File: config.mk
export PLATFORM = sky130hd
export DESIGN_NAME = hilo_unit_flat
export DESIGN_NICKNAME = d
export VERILOG_FILES = /design/src/rtl/hilo_unit_if.sv /design/src/rtl/hilo_unit.sv /design/src/flat_wrapper.sv
export SDC_FILE = /design/constraint.sdc
export NUM_CORES = 1
export LEC_CHECK = 0
export ABC_AREA = 1
export CAP_MARGIN = 20
export CORE_ASPECT_RATIO = 0.8
export CORE_UTILIZATION = 30
export DETAILED_ROUTE_END_ITERATION = 6
export PLACE_DENSITY_LB_ADDON = 0.25
export SLEW_MARGIN = 20
export SYNTH_ARGS = -nofsm -noshare
export SYNTH_HDL_FRONTEND = slang
export SYNTH_SLANG_ARGS = --single-unit
File: constraint.sdc
create_clock -name clk -period 10.3 [get_ports clk]
set_input_delay 3.09 -clock clk [delete_from_list [all_inputs] [get_ports clk]]
set_output_delay 3.09 -clock clk [all_outputs]
set_load 0.01 [all_outputs]
File: src/rtl/hilo_unit_if.sv
// hilo_unit_if: bundles the decode-side op/read signals and the multiplier
// handshake of hilo_unit.
//  slave  : hilo_unit side. It receives ops, read requests and the multiplier
//           status, and drives the read data, the stall/busy/err flags and the
//           multiplier launch.
//  master : environment side, which is the decode stage plus the multiplier.
interface hilo_unit_if;
    logic        op_valid;
    logic [1:0]  op;
    logic [31:0] rs_data;
    logic [31:0] rt_data;
    logic        mf_req;
    logic        mf_sel;
    logic [31:0] mf_data;
    logic        stall;
    logic        busy;
    logic        err;
    logic        mul_start;
    logic [31:0] mul_a;
    logic [31:0] mul_b;
    logic        mul_stall;
    logic [31:0] mul_hi;
    logic [31:0] mul_lo;

    modport slave (
        input  op_valid, op, rs_data, rt_data, mf_req, mf_sel,
               mul_stall, mul_hi, mul_lo,
        output mf_data, stall, busy, err, mul_start, mul_a, mul_b
    );

    modport master (
        output op_valid, op, rs_data, rt_data, mf_req, mf_sel,
               mul_stall, mul_hi, mul_lo,
        input  mf_data, stall, busy, err, mul_start, mul_a, mul_b
    );
endinterface

File: src/rtl/hilo_unit.sv
// hilo_unit: owns the architectural HI/LO registers. It accepts
// MULT/MULTU/MTHI/MTLO, drives an external 32x32 unsigned multiplier and
// applies sign correction for MULT.
//  clk, reset : clock, asynchronous active-high reset
//  bus.op_valid/op/rs_data/rt_data : op request (0=MULT 1=MULTU 2=MTHI 3=MTLO)
//  bus.mf_req/mf_sel/mf_data       : MFHI/MFLO read (sel 1=HI), combinational
//  bus.stall/busy/err              : pipeline stall, not-idle, sticky timeout
//  bus.mul_start/mul_a/mul_b       : registered launch pulse and operands
//  bus.mul_stall/mul_hi/mul_lo     : multiplier busy flag and product
module hilo_unit #(
    parameter int TIMEOUT = 64
) (
    input  logic        clk,
    input  logic        reset,
    hilo_unit_if.slave  bus
);
    typedef enum logic [1:0] {IDLE, LAUNCH, WAIT, FIX} state_e;

    localparam logic [1:0] OP_MULT  = 2'd0;
    localparam logic [1:0] OP_MULTU = 2'd1;
    localparam logic [1:0] OP_MTHI  = 2'd2;
    localparam logic [1:0] OP_MTLO  = 2'd3;

    localparam int             CW      = $clog2(TIMEOUT + 1);
    localparam logic [CW-1:0]  CNT_MAX = CW'(TIMEOUT);

    state_e         state_q, state_d;
    logic [31:0]    hi_q, hi_d, lo_q, lo_d;
    logic [31:0]    mul_a_q, mul_a_d, mul_b_q, mul_b_d;
    logic           mul_start_q, mul_start_d;
    logic           neg_q, neg_d;
    logic           err_q, err_d;
    logic [CW-1:0]  cnt_q, cnt_d;
    logic [63:0]    prod_q, prod_d;

    // The magnitude of 0x80000000 wraps to itself, which is the correct
    // unsigned value for the multiplier.
    function automatic logic [31:0] abs32(input logic [31:0] x);
        return x[31] ? -x : x;
    endfunction

    always_comb begin
        state_d     = state_q;
        hi_d        = hi_q;
        lo_d        = lo_q;
        mul_a_d     = mul_a_q;
        mul_b_d     = mul_b_q;
        mul_start_d = 1'b0;     // the launch strobe only ever lasts one cycle
        neg_d       = neg_q;
        err_d       = err_q;
        cnt_d       = cnt_q;
        prod_d      = prod_q;
        case (state_q)
            IDLE: begin
                if (bus.op_valid) begin
                    case (bus.op)
                        OP_MULT: begin
                            mul_a_d     = abs32(bus.rs_data);
                            mul_b_d     = abs32(bus.rt_data);
                            neg_d       = bus.rs_data[31] ^ bus.rt_data[31];
                            mul_start_d = 1'b1;
                            cnt_d       = '0;
                            state_d     = LAUNCH;
                        end
                        OP_MULTU: begin
                            mul_a_d     = bus.rs_data;
                            mul_b_d     = bus.rt_data;
                            neg_d       = 1'b0;
                            mul_start_d = 1'b1;
                            cnt_d       = '0;
                            state_d     = LAUNCH;
                        end
                        OP_MTHI: hi_d = bus.rs_data;
                        default: lo_d = bus.rs_data;
                    endcase
                end
            end
            LAUNCH, WAIT: begin
                // The timeout takes priority, so a stuck multiplier always
                // releases the pipeline. HI/LO are left untouched.
                if (cnt_q == CNT_MAX) begin
                    err_d   = 1'b1;
                    cnt_d   = '0;
                    state_d = IDLE;
                end else begin
                    cnt_d = cnt_q + 1'b1;
                    if (state_q == LAUNCH) begin
                        if (bus.mul_stall) state_d = WAIT;
                    end else if (!bus.mul_stall) begin
                        prod_d  = {bus.mul_hi, bus.mul_lo};
                        state_d = FIX;
                    end
                end
            end
            FIX: begin
                {hi_d, lo_d} = neg_q ? -prod_q : prod_q;
                state_d      = IDLE;
            end
            default: state_d = IDLE;
        endcase
    end

    always_ff @(posedge clk or posedge reset) begin
        if (reset) begin
            state_q     <= IDLE;
            hi_q        <= '0;
            lo_q        <= '0;
            mul_a_q     <= '0;
            mul_b_q     <= '0;
            mul_start_q <= 1'b0;
            neg_q       <= 1'b0;
            err_q       <= 1'b0;
            cnt_q       <= '0;
            prod_q      <= '0;
        end else begin
            state_q     <= state_d;
            hi_q        <= hi_d;
            lo_q        <= lo_d;
            mul_a_q     <= mul_a_d;
            mul_b_q     <= mul_b_d;
            mul_start_q <= mul_start_d;
            neg_q       <= neg_d;
            err_q       <= err_d;
            cnt_q       <= cnt_d;
            prod_q      <= prod_d;
        end
    end

    assign bus.busy      = (state_q != IDLE);
    // Stall holds through FIX, so a read can never observe stale HI/LO.
    assign bus.stall     = bus.busy & (bus.op_valid | bus.mf_req);
    assign bus.mf_data   = bus.mf_sel ? hi_q : lo_q;
    assign bus.err       = err_q;
    assign bus.mul_start = mul_start_q;
    assign bus.mul_a     = mul_a_q;
    assign bus.mul_b     = mul_b_q;
endmodule

File: src/flat_wrapper.sv
// flat-port wrapper written by rule: the top's interface ports become plain ports
module hilo_unit_flat 
#(
    parameter int TIMEOUT = 64
)
  (clk, reset, bus_op_valid, bus_op, bus_rs_data, bus_rt_data, bus_mf_req, bus_mf_sel, bus_mul_stall, bus_mul_hi, bus_mul_lo, bus_mf_data, bus_stall, bus_busy, bus_err, bus_mul_start, bus_mul_a, bus_mul_b);
  hilo_unit_if bus_i ();
  input  logic clk;
  input  logic reset;
  input wire logic [$bits(bus_i.op_valid)-1:0] bus_op_valid;
  input wire logic [$bits(bus_i.op)-1:0] bus_op;
  input wire logic [$bits(bus_i.rs_data)-1:0] bus_rs_data;
  input wire logic [$bits(bus_i.rt_data)-1:0] bus_rt_data;
  input wire logic [$bits(bus_i.mf_req)-1:0] bus_mf_req;
  input wire logic [$bits(bus_i.mf_sel)-1:0] bus_mf_sel;
  input wire logic [$bits(bus_i.mul_stall)-1:0] bus_mul_stall;
  input wire logic [$bits(bus_i.mul_hi)-1:0] bus_mul_hi;
  input wire logic [$bits(bus_i.mul_lo)-1:0] bus_mul_lo;
  output wire logic [$bits(bus_i.mf_data)-1:0] bus_mf_data;
  output wire logic [$bits(bus_i.stall)-1:0] bus_stall;
  output wire logic [$bits(bus_i.busy)-1:0] bus_busy;
  output wire logic [$bits(bus_i.err)-1:0] bus_err;
  output wire logic [$bits(bus_i.mul_start)-1:0] bus_mul_start;
  output wire logic [$bits(bus_i.mul_a)-1:0] bus_mul_a;
  output wire logic [$bits(bus_i.mul_b)-1:0] bus_mul_b;
  assign bus_i.op_valid = bus_op_valid;
  assign bus_i.op = bus_op;
  assign bus_i.rs_data = bus_rs_data;
  assign bus_i.rt_data = bus_rt_data;
  assign bus_i.mf_req = bus_mf_req;
  assign bus_i.mf_sel = bus_mf_sel;
  assign bus_i.mul_stall = bus_mul_stall;
  assign bus_i.mul_hi = bus_mul_hi;
  assign bus_i.mul_lo = bus_mul_lo;
  assign bus_mf_data = bus_i.mf_data;
  assign bus_stall = bus_i.stall;
  assign bus_busy = bus_i.busy;
  assign bus_err = bus_i.err;
  assign bus_mul_start = bus_i.mul_start;
  assign bus_mul_a = bus_i.mul_a;
  assign bus_mul_b = bus_i.mul_b;
  hilo_unit #(.TIMEOUT(TIMEOUT)) u_core (.clk(clk), .reset(reset), .bus(bus_i));
endmodule
==> results of run 1 <==
==> logic make-up after synthesis <==
family	after synthesis
XOR/XNOR	36
multiplexers	8
buffers and inverters	255
flip-flops	204
adder cells (fa/ha/maj)	9
AND/OR/NAND/NOR	1026
AO/OA/AOI/OAI	303
==> placed cells by master (no fill, tap or decap), drive strengths merged <==
cell type      instances
buf                   13
nand3                163
nand3b                 2
o221ai                 1
nand2                470
o31ai                  7
clkbuf                34
nor3                  16
a22oi                 22
clkinv                 5
a21oi                117
clkdlybuf4s50        234
o211ai                 4
nor4                   2
nand4                 14
a21o                   1
ha                     9
inv                  183
mux2                   8
o21ai                137
or2                    5
clkinvlp               1
nor2                 354
bufinv                 5
a31oi                 11
o21bai                 3
xor2                  35
dfrtp                204
xnor2                  1
==> routing by layer <==
metal	vias up	global-route usage [%]	share of wire [%]
li1	6325	-	-
met1	6251	34.6	48
met2	448	35.4	43
met3	70	3.39	6.4
met4	0	6.09	2.6
met5	-	0	0
==> layout make-up <==
class	instances	area share, %
clock inverter	10	1.16
timing repair buffer	247	14.9
inverter	184	4.28
tap	544	4.17
multi-input combinational	1382	39.8
sequential	204	31.3
clock buffer	34	4.35
==> registers in the layout (all words and copies together), names as in the netlist <==
| register | count |
|---|---|
| u_core.lo_q | 32 |
| u_core.cnt_q | 7 |
| u_core.bus.mul_b | 32 |
| u_core.bus.mul_a | 32 |
| u_core.state_q | 2 |
| u_core.neg_q | 1 |
| u_core.prod_q | 64 |
| u_core.bus.mul_start | 1 |
| u_core.hi_q | 32 |
| u_core.bus.err | 1 |
==> per-stage QoR <==
step	util [%]	hold WS (ps)	power (mW)
finish	39.8	478	4.76
detailed placement	37.6	467	3.78
global placement	37.6	465	3.75
CTS	39.8	482	4.78
global route	39.8	504	5.11
floorplan	-	449	2.79
==> worst register-to-register path, delay by kind of cell (launching register included) <==
family | cells | cell delay (ps)
flip-flops | 1 | 380
buffers and inverters | 2 | 1360
adder cells (fa/ha/maj) | 1 | 670
AND/OR/NAND/NOR | 1 | 70
AO/OA/AOI/OAI | 4 | 580
==> power by group <==
| part | switching [mW] | leakage, nW | internal, mW | total (mW) |
|---|---|---|---|---|
| sequential | 0.326 | 2.36 | 1.18 | 1.51 |
| combinational | 1.41 | 4.66 | 0.867 | 2.27 |
| clock | 0.372 | 0.436 | 0.607 | 0.979 |
==> worst paths after layout <==
path,startpoint,slack (ps),depth (start not counted),end
max in group asynchronous,reset,5860,3,u_core.neg_q$_DFFE_PP0P_
min in group asynchronous,reset,3020,2,u_core.bus.mul_b[5]$_DFFE_PP0P_
setup reg to reg,u_core.state_q[0]$_DFFE_PP0P_,7150,8,u_core.lo_q[1]$_DFFE_PP0P_
hold reg to reg,u_core.bus.mul_a[28]$_DFFE_PP0P_,480,2,u_core.bus.mul_a[28]$_DFFE_PP0P_
hold / removal,u_core.bus.mul_a[28]$_DFFE_PP0P_,480,2,u_core.bus.mul_a[28]$_DFFE_PP0P_
setup / recovery,bus_mf_sel,2690,3,bus_mf_data[3]
==> flow_metrics.py, run 1 <==
metrics = {
    "status": {
        "status": "completed",
    },
    "global_route": {
        "total_grt_overflow": 0,
        "grt_first_pass_wirelength_mm": 76.0,
        "grt_antenna_before_repair": 0,
        "grt_start_max_net_pins": 103,
        "track_usage_pct": 23.4,
        "vias_in_the_first_global_route": 12400,
    },
    "timing": {
        "maxClockFrequency_mhz": 131,
        "final_critical_path_setup_slack_ps": 2690,
        "timing.clock.skew_ps": 11.6,
        "setup_violations": 0,
        "final_min_period_over_clock_period_pct": 73.9,
        "grt_setup_unrepaired": "false",
        "setup-tns-final_ps": 0,
        "slew_violations": 0,
        "report.final.hold_viol_count": 0,
        "post-route-min-period_ps": 7610,
        "worst_slew_pin_slew_ps": 1010,
        "worst_slew_margin_relative_to_its_limit_pct": 32.4,
    },
    "worst_setup_path": {
        "path_class": "in2out",
        "cp_slowest_stage_delay_ps": 500,
        "arrival_ps": 4520,
        "cp_top_family": "buffers and inverters",
        "critical_path_data_required_time_ps": 7210,
        "setup.worst_path.end_class": "primary output",
        "critical_path_peak_fanout": 56,
        "start_kind": "primary input",
        "worst_path_max_delay_cell": "buf_4",
        "path_buf_inv": 2,
        "crit_chain": "buf_4 > mux2_2 > clkdlybuf4s50_1",
    },
    "layout": {
        "area.sequential_mm2": 0.00511,
        "diodes": 0,
        "final-instance-count-excl-fill": 2605,
        "finish.instance_area_mm2": 0.0163,
        "post_route_cells_drive_above_1_share_pct": 5.92,
        "multi_input_logic_area_mm2": 0.00650,
        "final.fill_count": 4312,
        "design.final.nets": 2189,
        "area.growth.synth_to_final_pct": 29.2,
    },
    "clocking": {
        "clock_sink_count": 204,
        "root_buffer": "clkbuf_16",
        "post-cts-setup-buffers": 0,
        "clockBufferDepth": 3,
        "cts_clock_pin_slew_for_the_worst_setup_and_hold_paths_ps": 60,
        "cts_hold_buf": 0,
        "ctsHtreeMaxLevel": 1,
        "cts_buffers": 25,
        "cts_resized": 0,
        "tritoncts": "built",
        "clk-insertion-delay-late_ps": 540,
    },
    "synth": {
        "synth_adder_area_share_pct": 0.891,
        "async_flop_share_pct": 100,
        "synth_commonest_cells": "463 x nand2_1, 336 x nor2_1, 204 x dfrtp_1, 180 x inv_1, 161 x nand3_1",
        "synth-compound-area-share_pct": 13.6,
        "ys_warn_count": 0,
        "synthDominantAreaCellType": "dfrtp_1",
        "syn_nets": 1986,
        "portion_of_the_post_synthesis_area_used_by_sequential_elements_pct": 40.4,
        "synth_area_leaders": "dfrtp_1 40%, nand2_1 14%, nor2_1 10%",
        "synth.mux.area_fraction_pct": 0.713,
        "dominantRegCellSynth": "dfrtp_1",
        "yosys.cell_types.count": 40,
        "avgSynthCellArea_um2": 6.86,
        "number_of_synthesized_register_bits": 204,
        "post_synth_and_or_nand_nor_area_fraction_pct": 33.6,
        "post-synth-top-area-fraction_pct": 40.4,
        "syn_inst": 1841,
        "cell_with_the_most_instances_after_synthesis": "nand2_1",
        "mappedNetlistArea_mm2": 0.0126,
        "largest_family_of_logic_cells_by_synthesized_area": "simple AND/OR/NAND/NOR gates",
        "synth_xor_xnor_area_share_pct": 2.50,
        "post_synth_edffs": 0,
    },
    "place": {
        "place_worst_setup_slack_ps": 2310,
        "hpwl_mm": 38.6,
        "routabilityCongestion": 0.946,
        "dp_cells": 2561,
        "place.port_buffers": 235,
        "dpl_cell_area_mm2": 0.0154,
    },
    "drt": {
        "routed-via-count": 13100,
        "drt-wirelength-per-cell_um": 19.4,
        "drt_first_pass_iters": 6,
        "antenna_violation_net_count_after_detailed_routing": 0,
        "drcViolationCount": 0,
        "drt-initial-drc-count": 1199,
        "wirelength_mm": 50.5,
        "drt-vias-per-instance": 5.03,
    },
    "floorplan": {
        "die-width_um": 231,
        "coreArea_mm2": 0.0410,
        "die-area_mm2": 0.0429,
        "io-pin-count": 236,
        "die_height_um": 186,
        "initial_core_util_pct": 30.8,
        "fp-row-count": 66,
    },
    "hold_path": {
        "hp-class": "reg2reg",
    },
    "power_and_ir_drop": {
        "leakage_nw": 7.45,
        "power-per-cell-area_mw_per_mm2": 292,
        "power.ir.vdd_worst_v": 0.000205,
    },
    "run": {
        "max_cap_viol_count": 0,
    },
}
Note: power is estimated with default switching activity, not from simulation.
==> run 2: changes to the inputs <==
Clock period 10.3 ns to 6.45 ns, I/O delays scaled along.
==> flow_metrics.py, run 2 (same netlist as run 1, synthesis figures left out) <==
metrics = {
    "status": {
        "status": "completed",
    },
    "worst_setup_path": {
        "setup.worst_path.end_class": "primary output",
        "path_class": "in2out",
        "path_buf_inv": 3,
        "cp_slowest_stage_delay_ps": 620,
        "crit_chain": "buf_2 > buf_4 > nand2_1 > o21ai_0 > clkdlybuf4s50_1",
        "worst_r2r_startpoint": "u_core.prod_q[0]$_DFFE_PP0P_",
        "rrSetupSlack_ps": 3870,
        "cp_top_family": "buffers and inverters",
        "worst_path_max_delay_cell": "buf_2",
        "critical_path_peak_fanout": 37,
        "count_of_cells_along_the_worst_register_to_register_path": 12,
        "arrival_ps": 3600,
        "critical_path_data_required_time_ps": 4510,
        "crit_reg_reg_endpoint": "u_core.hi_q[30]$_DFFE_PP0P_",
        "start_kind": "primary input",
    },
    "drt": {
        "drcViolationCount": 0,
        "antenna_violation_net_count_after_detailed_routing": 0,
        "wirelength_mm": 49.8,
        "drt-vias-per-instance": 4.98,
        "drt-initial-drc-count": 1177,
        "routed-via-count": 13000,
        "drt-wirelength-per-cell_um": 19.1,
        "drt_first_pass_iters": 5,
    },
    "global_route": {
        "grt_start_max_net_pins": 146,
        "grt_first_pass_wirelength_mm": 75.0,
        "grt_antenna_before_repair": 0,
        "total_grt_overflow": 0,
        "track_usage_pct": 23.1,
        "vias_in_the_first_global_route": 12600,
    },
    "floorplan": {
        "initial_core_util_pct": 30.8,
        "die-width_um": 231,
        "fp-row-count": 66,
        "die-area_mm2": 0.0429,
        "die_height_um": 186,
        "coreArea_mm2": 0.0410,
        "io-pin-count": 236,
    },
    "clocking": {
        "clk-insertion-delay-late_ps": 550,
        "ctsHtreeMaxLevel": 1,
        "post-cts-setup-buffers": 0,
        "tritoncts": "built",
        "cts_resized": 0,
        "clockBufferDepth": 3,
        "root_buffer": "clkbuf_16",
        "cts_buffers": 25,
        "clock_sink_count": 204,
        "cts_clock_pin_slew_for_the_worst_setup_and_hold_paths_ps": 60,
        "cts_hold_buf": 0,
    },
    "hold_path": {
        "hp-class": "reg2reg",
        "hold_path_start": "u_core.bus.mul_a[27]$_DFFE_PP0P_",
        "hold_critical_path_depth": 2,
        "timing.hold.worst_endpoint": "u_core.bus.mul_a[27]$_DFFE_PP0P_",
    },
    "timing": {
        "timing.clock.skew_ps": 15.6,
        "final_min_period_over_clock_period_pct": 85.9,
        "maxClockFrequency_mhz": 181,
        "post-route-min-period_ps": 5540,
        "worst_slew_pin_slew_ps": 983,
        "setup-tns-final_ps": 0,
        "setup_violations": 0,
        "slew_violations": 0,
        "worst_slew_margin_relative_to_its_limit_pct": 34.5,
        "report.final.hold_viol_count": 0,
        "grt_setup_unrepaired": "false",
    },
    "power_and_ir_drop": {
        "power.share.combinational_pct": 49.5,
        "cell_internal_power_mw": 4.10,
        "leakage_nw": 7.41,
        "p_clk_share_pct": 18.6,
        "power-per-cell-area_mw_per_mm2": 457,
        "power.net_switching_mw": 3.33,
        "seq_power_share_pct": 31.8,
        "power.ir.vdd_worst_v": 0.000302,
        "switching_share_pct": 44.8,
    },
    "layout": {
        "post_route_cells_drive_above_1_share_pct": 5.73,
        "finish.instance_area_mm2": 0.0162,
        "area.growth.synth_to_final_pct": 28.5,
        "design.final.nets": 2191,
        "largest_reg_flops": 64,
        "layout_commonest_cell": "nand2_1",
        "largest-register": "u_core.prod_q",
        "layout_common_cells": "462 x nand2_1, 335 x nor2_1, 234 x clkdlybuf4s50_1",
    },
    "place": {
        "place.port_buffers": 235,
        "routabilityCongestion": 0.980,
        "hpwl_mm": 38.1,
        "dpl_cell_area_mm2": 0.0155,
    },
    "run": {
        "max_cap_viol_count": 0,
    },
}
## run 2: changes by cell type in the layout (fill, tap and decap cells not counted), sizes merged
| cell | delta |
|---|---|
| bufinv | -5 |
| clkinv | -3 |
| clkbuf | +6 |
| buf | +2 |
| diode | +1 |
| inv | -1 |
## run 2: how the worst max path moves through the flow
| stage | startpoint | endpoint | slack, ps | cells past startpoint |
|---|---|---|---|---|
| after global placement | bus_mf_sel | bus_mf_data[6] | 950 | 5 |
| final | bus_mf_sel | bus_mf_data[5] | 910 | 5 |
| after floorplan | bus_mf_sel | bus_mf_data[29] | 1640 | 3 |
| after detailed placement | bus_mf_sel | bus_mf_data[5] | 870 | 5 |
| after global routing | bus_mf_sel | bus_mf_data[5] | 730 | 5 |
| after CTS | bus_mf_sel | bus_mf_data[5] | 870 | 5 |
## run 2: final cells by class
class	count	area [µm²]
fill	4333	24800
antenna	1	2.50
clock buffer	40	772
clock inverter	1	5.00
sequential	204	5110
multi-input combinational	1382	6490
timing repair buffer	249	2480
tap	544	681
inverter	184	694
## run 2: tightest hold or removal path, stage by stage, from the launching register on
cell,delay (ps)
dfrtp_1,340
nand2_1,50
nand2_1,60
## run 2: metal layers
layer / vias to the layer above / wire length, µm / track usage, %
li1: 6319 / - / -
met1: 6165 / 23400 / 32.4
met2: 418 / 21500 / 35.6
met3: 72 / 3450 / 4.72
met4: 0 / 1440 / 6.57
met5: - / 0 / 0
## run 2: power by group through the flow
stage / Combinational, mW / Sequential, mW / Clock, mW
2_1_floorplan: 2.15 / 2.31 / 0
3_3_place_gp: 3.63 / 2.37 / 0
3_5_place_dp: 3.67 / 2.37 / 0
4_1_cts: 3.70 / 2.35 / 1.41
5_1_grt: 4.08 / 2.43 / 1.46
6_report: 3.68 / 2.36 / 1.38
## run 2: per-stage QoR
step	total power, mW	util, %	setup WS (ps)	cells	hold WS [ps]
final	7.43	39.6	913	2605	478
after global routing	7.98	39.5	732	2604	494
after CTS	7.46	39.5	868	2604	481
after detailed placement	6.04	37.7	875	2563	465
after global placement	6.01	37.7	946	2563	464
after floorplan	4.46	-	1640	1841	449
==> run 3: changes to the inputs <==
Settings changed: PLACE_DENSITY_LB_ADDON 0.25 to not set.
==> flow_metrics.py, run 3 (same netlist as run 1, synthesis figures left out) <==
metrics = {
    "floorplan": {
        "die_height_um": 186,
        "initial_core_util_pct": 30.8,
        "io-pin-count": 236,
        "die-width_um": 231,
        "die-area_mm2": 0.0429,
        "coreArea_mm2": 0.0410,
        "fp-row-count": 66,
    },
    "clocking": {
        "clk-insertion-delay-late_ps": 540,
        "cts_buffers": 25,
        "cts_hold_buf": 0,
        "clock_sink_count": 204,
        "clockBufferDepth": 3,
        "ctsHtreeMaxLevel": 1,
        "cts_resized": 0,
        "root_buffer": "clkbuf_16",
        "cts_clock_pin_slew_for_the_worst_setup_and_hold_paths_ps": 60,
        "post-cts-setup-buffers": 0,
        "tritoncts": "built",
    },
    "power_and_ir_drop": {
        "power.ir.vdd_worst_v": 0.000229,
        "leakage_nw": 7.46,
        "power-per-cell-area_mw_per_mm2": 466,
    },
    "timing": {
        "timing.clock.skew_ps": 15.3,
        "worst_slew_pin_slew_ps": 1030,
        "slew_violations": 0,
        "post-route-min-period_ps": 5380,
        "setup_violations": 0,
        "setup-tns-final_ps": 0,
        "grt_setup_unrepaired": "false",
        "worst_slew_margin_relative_to_its_limit_pct": 31.0,
        "report.final.hold_viol_count": 0,
        "final_min_period_over_clock_period_pct": 83.4,
        "hold-worst-slack_ps": 480,
        "maxClockFrequency_mhz": 186,
    },
    "worst_setup_path": {
        "worst_r2r_startpoint": "u_core.state_q[1]$_DFFE_PP0P_",
        "rrSetupSlack_ps": 3840,
        "count_of_cells_along_the_worst_register_to_register_path": 8,
        "critical_path_data_required_time_ps": 4510,
        "crit_reg_reg_endpoint": "u_core.hi_q[5]$_DFFE_PP0P_",
        "worst_path_max_delay_cell": "clkdlybuf4s50_1",
        "cp_slowest_stage_delay_ps": 480,
        "crit_chain": "buf_2 > buf_12 > mux2_2 > clkdlybuf4s50_1",
        "arrival_ps": 3440,
        "critical_path_peak_fanout": 30,
        "setup.worst_path.end_class": "primary output",
        "path_class": "in2out",
        "start_kind": "primary input",
    },
    "drt": {
        "routed-via-count": 13000,
        "wirelength_mm": 49.8,
        "drt-initial-drc-count": 1302,
        "drt_first_pass_iters": 5,
        "drt-vias-per-instance": 4.99,
        "antenna_violation_net_count_after_detailed_routing": 0,
        "drcViolationCount": 0,
        "drt-wirelength-per-cell_um": 19.1,
    },
    "hold_path": {
        "hp-class": "reg2reg",
        "hold_path_start": "u_core.bus.mul_a[20]$_DFFE_PP0P_",
        "timing.hold.worst_endpoint": "u_core.bus.mul_a[20]$_DFFE_PP0P_",
        "hold_critical_path_depth": 2,
    },
    "layout": {
        "finish.instance_area_mm2": 0.0163,
        "largest-register": "u_core.prod_q",
        "layout_common_cells": "462 x nand2_1, 335 x nor2_1, 234 x clkdlybuf4s50_1",
        "layout_commonest_cell": "nand2_1",
        "area.growth.synth_to_final_pct": 29.3,
        "post_route_cells_drive_above_1_share_pct": 6.07,
        "design.final.nets": 2188,
        "largest_reg_flops": 64,
        "post_layout_util_pct": 39.8,
        "final-instance-count-excl-fill": 2606,
    },
    "place": {
        "dpl_cell_area_mm2": 0.0154,
        "dp_cells": 2560,
        "hpwl_mm": 37.9,
        "routabilityCongestion": 0.946,
        "place.port_buffers": 235,
    },
    "global_route": {
        "total_grt_overflow": 0,
        "vias_in_the_first_global_route": 12600,
        "grt_antenna_before_repair": 0,
        "grt_first_pass_wirelength_mm": 74.9,
        "track_usage_pct": 23.1,
        "grt_start_max_net_pins": 155,
    },
    "status": {
        "status": "completed",
    },
    "run": {
        "max_cap_viol_count": 0,
    },
}
-- run 3: per-stage QoR --
step / power (mW) / setup slack, ps
global placement: 5.98 / 1070
finish: 7.61 / 1070
detailed placement: 6.03 / 1030
CTS: 7.63 / 1030
global route: 8.15 / 982
floorplan: 4.46 / 1640
-- run 3: cell type report --
class	instances	area, µm²
Timing Repair Buffer	246	2470
Clock inverter	16	219
Inverter	184	694
Sequential cell	204	5110
Fill cell	4254	24700
Clock buffer	29	671
Tap cell	544	681
Multi-Input combinational cell	1382	6490
Antenna cell	1	2.50
-- run 3: critical path, delay by kind of cell --
family | cells | cell delay [ps]
buf+inv | 3 | 1120
mux | 1 | 370
-- run 3: metal layers --
layer,vias up,part of all wire (%),track usage [%]
met3,69,7.7,5.02
met5,-,0,0
li1,6316,-,-
met4,0,2.8,6.73
met2,469,43,34.9
met1,6140,46,32.8
-- run 3: worst max path at each step --
stage | end | start | cells after the start
floorplan | bus_mf_data[29] | bus_mf_sel | 3
global placement | bus_mf_data[3] | bus_mf_sel | 4
detailed placement | bus_mf_data[3] | bus_mf_sel | 4
CTS | bus_mf_data[3] | bus_mf_sel | 4
global route | bus_mf_data[3] | bus_mf_sel | 4
finish | bus_mf_data[7] | bus_mf_sel | 4
-- run 3: power breakdown --
| group | switching [mW] | internal (mW) | total (mW) | leakage [nW] |
|---|---|---|---|---|
| Combinational | 2.29 | 1.39 | 3.68 | 4.66 |
| Clock | 0.615 | 0.945 | 1.56 | 0.441 |
| Sequential | 0.472 | 1.89 | 2.36 | 2.36 |
| Total | 3.38 | 4.23 | 7.61 | 7.46 |
